## src/rtl/spypath_meter_pkg.sv

```systemverilog
// Shared constants and FSM state type for the spy-path delay meter.
package spypath_meter_pkg;

  localparam int unsigned DEF_CNT_W       = 16;
  localparam int unsigned DEF_TIMEOUT     = 1023;
  localparam int unsigned MIN_SYNC_STAGES = 2;

  typedef enum logic [1:0] {
    ST_IDLE,
    ST_LAUNCH,
    ST_MEASURE,
    ST_DONE
  } meter_state_e;

endpackage

```

## src/rtl/spypath_sync.sv

```systemverilog
// Multi-flop synchronizer bringing the asynchronous chain output into clk.
module spypath_sync
  import spypath_meter_pkg::*;
#(
  parameter int unsigned SYNC_STAGES = MIN_SYNC_STAGES
) (
  input  logic clk,
  input  logic rst_n,
  input  logic async_i,
  output logic sync_o
);

  // Depths below two give no metastability protection, so they are raised.
  localparam int unsigned STAGES = (SYNC_STAGES < MIN_SYNC_STAGES) ? MIN_SYNC_STAGES : SYNC_STAGES;

  logic [STAGES-1:0] sync_q;

  always_ff @(posedge clk or negedge rst_n) begin
    if (!rst_n) begin
      sync_q <= '0;
    end else begin
      sync_q <= {sync_q[STAGES-2:0], async_i};
    end
  end

  assign sync_o = sync_q[STAGES-1];

endmodule

```

## src/rtl/spypath_delay_meter.sv

```systemverilog
// Launches an edge into an external spy-path chain and counts cycles until
// the synchronized capture returns the same level, with timeout and error.
module spypath_delay_meter
  import spypath_meter_pkg::*;
#(
  parameter int unsigned CNT_W       = DEF_CNT_W,
  parameter int unsigned TIMEOUT     = DEF_TIMEOUT,
  parameter int unsigned SYNC_STAGES = MIN_SYNC_STAGES
) (
  input  logic             clk,
  input  logic             rst_n,
  input  logic             start,
  output logic             start_ready,
  output logic             path_launch,
  input  logic             path_capture,
  output logic             result_valid,
  input  logic             result_ready,
  output logic [CNT_W-1:0] result_delay,
  output logic             result_timeout,
  output logic             result_error
);

  localparam logic [CNT_W-1:0] TIMEOUT_C = CNT_W'(TIMEOUT);
  localparam logic [CNT_W-1:0] CNT_MAX   = '1;

  meter_state_e     state_q, state_d;
  logic             launch_q, launch_d;
  logic [CNT_W-1:0] cnt_q, cnt_d;
  logic [CNT_W-1:0] res_delay_q, res_delay_d;
  logic             res_timeout_q, res_timeout_d;
  logic             res_error_q, res_error_d;
  logic             capture_sync;

  spypath_sync #(
    .SYNC_STAGES(SYNC_STAGES)
  ) u_sync (
    .clk    (clk),
    .rst_n  (rst_n),
    .async_i(path_capture),
    .sync_o (capture_sync)
  );

  always_ff @(posedge clk or negedge rst_n) begin
    if (!rst_n) begin
      state_q       <= ST_IDLE;
      launch_q      <= 1'b0;
      cnt_q         <= '0;
      res_delay_q   <= '0;
      res_timeout_q <= 1'b0;
      res_error_q   <= 1'b0;
    end else begin
      state_q       <= state_d;
      launch_q      <= launch_d;
      cnt_q         <= cnt_d;
      res_delay_q   <= res_delay_d;
      res_timeout_q <= res_timeout_d;
      res_error_q   <= res_error_d;
    end
  end

  always_comb begin
    state_d       = state_q;
    launch_d      = launch_q;
    cnt_d         = cnt_q;
    res_delay_d   = res_delay_q;
    res_timeout_d = res_timeout_q;
    res_error_d   = res_error_q;
    unique case (state_q)
      ST_IDLE: begin
        if (start) begin
          if (capture_sync == launch_q) begin
            state_d = ST_LAUNCH;
          end else begin
            state_d       = ST_DONE;
            res_delay_d   = '0;
            res_timeout_d = 1'b0;
            res_error_d   = 1'b1;
          end
        end
      end
      ST_LAUNCH: begin
        launch_d = ~launch_q;
        cnt_d    = '0;
        state_d  = ST_MEASURE;
      end
      ST_MEASURE: begin
        if (cnt_q != CNT_MAX) begin
          cnt_d = cnt_q + CNT_W'(1);
        end
        // A match in the timeout cycle still counts as a clean measurement.
        if (capture_sync == launch_q) begin
          state_d       = ST_DONE;
          res_delay_d   = cnt_q;
          res_timeout_d = 1'b0;
          res_error_d   = 1'b0;
        end else if (cnt_q == TIMEOUT_C) begin
          state_d       = ST_DONE;
          res_delay_d   = TIMEOUT_C;
          res_timeout_d = 1'b1;
          res_error_d   = 1'b0;
        end
      end
      ST_DONE: begin
        if (result_ready) begin
          state_d = ST_IDLE;
        end
      end
      default: state_d = ST_IDLE;
    endcase
  end

  always_comb begin
    start_ready  = (state_q == ST_IDLE);
    result_valid = (state_q == ST_DONE);
  end

  assign path_launch    = launch_q;
  assign result_delay   = res_delay_q;
  assign result_timeout = res_timeout_q;
  assign result_error   = res_error_q;

endmodule

```

## config.mk

```make
export PLATFORM = sky130hd
export DESIGN_NAME = spypath_delay_meter
export DESIGN_NICKNAME = d
export VERILOG_FILES = /design/src/rtl/spypath_meter_pkg.sv /design/src/rtl/spypath_sync.sv /design/src/rtl/spypath_delay_meter.sv
export SDC_FILE = /design/constraint.sdc
export NUM_CORES = 1
export LEC_CHECK = 0
export ABC_AREA = 0
export CAP_MARGIN = 20
export CORE_ASPECT_RATIO = 0.6
export CORE_UTILIZATION = 49
export CTS_BUF_LIST = sky130_fd_sc_hd__clkbuf_16
export CTS_CLUSTER_SIZE = 20
export DETAILED_ROUTE_END_ITERATION = 10
export PLACE_DENSITY = 0.75
export SYNTH_ARGS = -nofsm -noshare
export SYNTH_HDL_FRONTEND = slang
export SYNTH_SLANG_ARGS = --single-unit
```

## constraint.sdc

```tcl
create_clock -name clk -period 1.75 [get_ports clk]
set_input_delay 0.175 -clock clk [delete_from_list [all_inputs] [get_ports clk]]
set_output_delay 0.175 -clock clk [all_outputs]
set_load 0.005 [all_outputs]
```

==> summary.txt, run 1 <==
Run status
  – Status: complete, but fails checks
  – Failing checks: negative setup slack

Global routing
  – Total gr overflow: 0
  – Pin count of the biggest net entering global routing: 40
  – First-pass GRT wire length: 9320 um
  – GRT Util Overall: 28.4%
  – Initial antenna violation count: 0
  – Number of global-route vias before repair: 1856

Finish
  – Final #Nets: 268
  – Layout cell share with drive strength beyond 1: 24.2%
  – Final Instance Area: 2840 um2
  – Post-layout util: 73.7%
  – Fillcell total: 254
  – Commonest non-fill, non-tap cell in the layout: dfrtp_1
  – Area Overhead vs Synth: 37.8%
  – Ant. Diodes: 0
  – Most frequent cells in the layout: 39 x dfrtp_1, 31 x buf_4, 24 x clkdlybuf4s50_1, 11 x o21ai_0, 11 x a21oi_1
  – FF+latch area: 976 um2
  – Area of the multi-input gates: 1090 um2

Timing
  – Unrepaired setup endpoints after global routing: yes
  – Worst-case clock skew: 7.89 ps
  – Slew @ Worst Pin: 490 ps
  – Final WS setup: -73.9 ps
  – Setup_tns: -126 ps
  – Final Hold Fails: 0
  – Min cycle time layout: 1820 ps
  – Part of the cycle the worst path needs: 104%
  – Fmax: 548 MHz
  – Final setup fails: 6
  – Slew margin rel.: 67.1%
  – Fin. max-slew vios: 0

Die
  – Die X: 85.7 um
  – Die Span Y: 52.2 um
  – Core ar.: 3850 um2
  – Std-Cell Rows: 17
  – Die area: 4470 um2
  – Starting density of the core: 53.5%
  – IO Pins: 26

Yosys
  – Cell variety after synth: 48
  – Post-synth ARST share: 100%
  – Synthesized area per cell: 10.1 um2
  – Ys flop type: dfrtp_1
  – Synthesized Nets: 214
  – Synth warn: 0
  – Mapped Cells: 203
  – Post-synth EDFFs: 0
  – Mapped Area: 2060 um2
  – Post-synthesis register bit count: 39
  – Seq/Total Area, Yosys: 47.4%

Clock tree
  – Clk sinks: 39
  – Clock Tree Buf Depth: 2
  – TritonCTS clock tree: built
  – Clock Latency Late Sink: 290 ps
  – Clk slew on worst S/H paths: 50 ps
  – H-tree depth: 2
  – Clock root cell: clkbuf_16
  – Clock buffers created by TritonCTS: 5

Placed design
  – Hpwl dp: 3840 um
  – GP Congestion: 0.929
  – Port bufs: 25
  – Placed cell areas: 2550 um2

Setup path
  – CP max FO: 5
  – Worst EP arrival: 1990 ps
  – Critical Path Sink: state_q[1]
  – Crit path from: cnt_q[12]
  – Worst reg2reg startpoint: cnt_q[12]
  – Reg2Reg Setup Slack: -70 ps
  – Setup CP Type: flop to flop
  – CP endpoint kind: flop
  – Worst path required time: 1920 ps
  – Worst r2r dst: state_q[1]
  – CP Launch Type: flop
  – R2R depth: 5

Power
  – Worst vdd rail ir drop: 1.03 mV
  – Pleak: 1.23 nW
  – Total Power: 4.28 mW
  – PD cells: 1510 nW/um2

Detailed routing
  – Final wirelength: 6220 um
  – Via count: 2029
  – Post-route ant nets: 0
  – DRC: 0
  – Iteration-0 DRC Markers: 171
  – First-pass detailed-route iteration total: 5
  – Drt wl/cell: 19.9 um
  – Number of vias per cell: 6.48

Job
  – Max-cap viol count: 0

Min path
  – Hold Crit Class: input port to flop
==> worst max-delay path, cell delays in order, from the launching register on <==
cell and delay [ps]:
dfrtp_1 370, or4_4 550, nor4_4 230, buf_6 180, o21ai_4 70, mux2_4 320
==> synth_stat cells (2+ instances only) <==
| cell type | count | area (um2) |
|---|---|---|
| o21ai_1 | 2 | 10.0 |
| o22ai_1 | 7 | 43.8 |
| nand4_1 | 5 | 31.3 |
| nand3_1 | 6 | 30.0 |
| o211ai_1 | 3 | 22.5 |
| buf_6 | 2 | 22.5 |
| inv_1 | 6 | 22.5 |
| a211oi_1 | 3 | 22.5 |
| nand2b_1 | 5 | 31.3 |
| nor3_1 | 4 | 20.0 |
| a2bb2oi_1 | 9 | 78.8 |
| a31oi_1 | 7 | 43.8 |
| and3_1 | 6 | 37.5 |
| clkbuf_1 | 10 | 37.5 |
| dfrtp_1 | 39 | 976 |
| mux2i_1 | 2 | 20.0 |
| xor2_1 | 3 | 26.3 |
| a21oi_1 | 11 | 55.1 |
| or3_1 | 2 | 12.5 |
| a22o_1 | 6 | 52.6 |
| xnor2_1 | 2 | 17.5 |
| nand2_1 | 10 | 37.5 |
| a311oi_1 | 2 | 17.5 |
| nor2_1 | 9 | 33.8 |
| ha_1 | 6 | 75.1 |
| o21ai_0 | 12 | 60.1 |
| a41oi_1 | 2 | 17.5 |
| o311ai_0 | 2 | 17.5 |
==> cells by family (layout without fill, tap and decap cells) <==
family	count (synthesis)	in the layout	share of synthesized area, %
adders and majority gates	6	6	3.65
buffers and inverters	21	73	4.80
xor gates and xnor gates	5	5	2.13
DFF	39	39	47.4
muxes	3	3	1.52
AOI/OAI and AO/OA	72	73	24.0
and+or+nand+nor	57	57	16.5
==> stage by stage <==
step | hold slack, ps | worst slack [ps] | cells
floorplan | -121 | -36.2 | 203
global placement | 249 | -47.2 | 301
detailed placement | 263 | -127 | 301
CTS | 334 | -67.2 | 309
global route | 348 | -136 | 313
finish | 331 | -73.9 | 313
==> what timing repair did <==
action / CTS / global route
hold buffers: 1 / 0
pin swaps: 1 / 2
endpoints found under the setup margin: 27 / 33
hold endpoints to repair: 39 / 0
gates cloned: 0 / 2
buffers inserted: 1 / 2
gates resized for setup: 9 / 12
==> worst min path at each step <==
stage                  endpoint  slack (ps)  cells after the start    startpoint
2_1_floorplan          cnt_q[0]        -120                      0         rst_n
3_3_place_gp          cnt_q[14]         250                      2         rst_n
3_5_place_dp   result_delay[11]         260                      2         rst_n
4_1_cts        u_sync.sync_q[0]         330                      1  path_capture
5_1_grt        u_sync.sync_q[0]         350                      1  path_capture
6_report       u_sync.sync_q[0]         330                      1  path_capture
==> report_power, final <==
part | internal, mW | switching (mW)
clock | 0.506 | 0.338
sequential | 1.10 | 0.147
combinational | 1.07 | 1.13
==> flip-flops by register name, summed over array words and instances, names as in the netlist <==
register	cells
result_delay	16
path_launch	1
result_timeout	1
result_error	1
state_q	2
cnt_q	16
u_sync.sync_q	2
==> cell type report <==
type                       count  share of cell area [%]
sequential                    39                    34.4
clock inverter                 1                   0.132
clock buffer                   5                    4.41
tap                           57                    2.51
inverter                       7                   0.926
timing repair buffer          60                    19.2
multi-input combinational    144                    38.4
==> layer usage <==
metal  vias up  global-route usage (%)  share of wire (%)
li1        880                       -                  -
met1       980                    40.5                 44
met2       141                    41.5                 43
met3        28                    6.77                 10
met4         0                    12.5                2.7
met5         -                       0                  0
Power figures use the tool's default switching activity.
==> run 2, diff against run 1 <==
--- a/config.mk
+++ b/config.mk
@@ -12,6 +12,7 @@
 export CTS_BUF_LIST = sky130_fd_sc_hd__clkbuf_16
 export CTS_CLUSTER_SIZE = 20
 export DETAILED_ROUTE_END_ITERATION = 10
+export GPL_TIMING_DRIVEN = 1
 export PLACE_DENSITY = 0.75
 export SYNTH_ARGS = -nofsm -noshare
 export SYNTH_HDL_FRONTEND = slang
==> results of run 2 <==
Same layout as run 1: the final DEF is identical, and so are final timing and power.
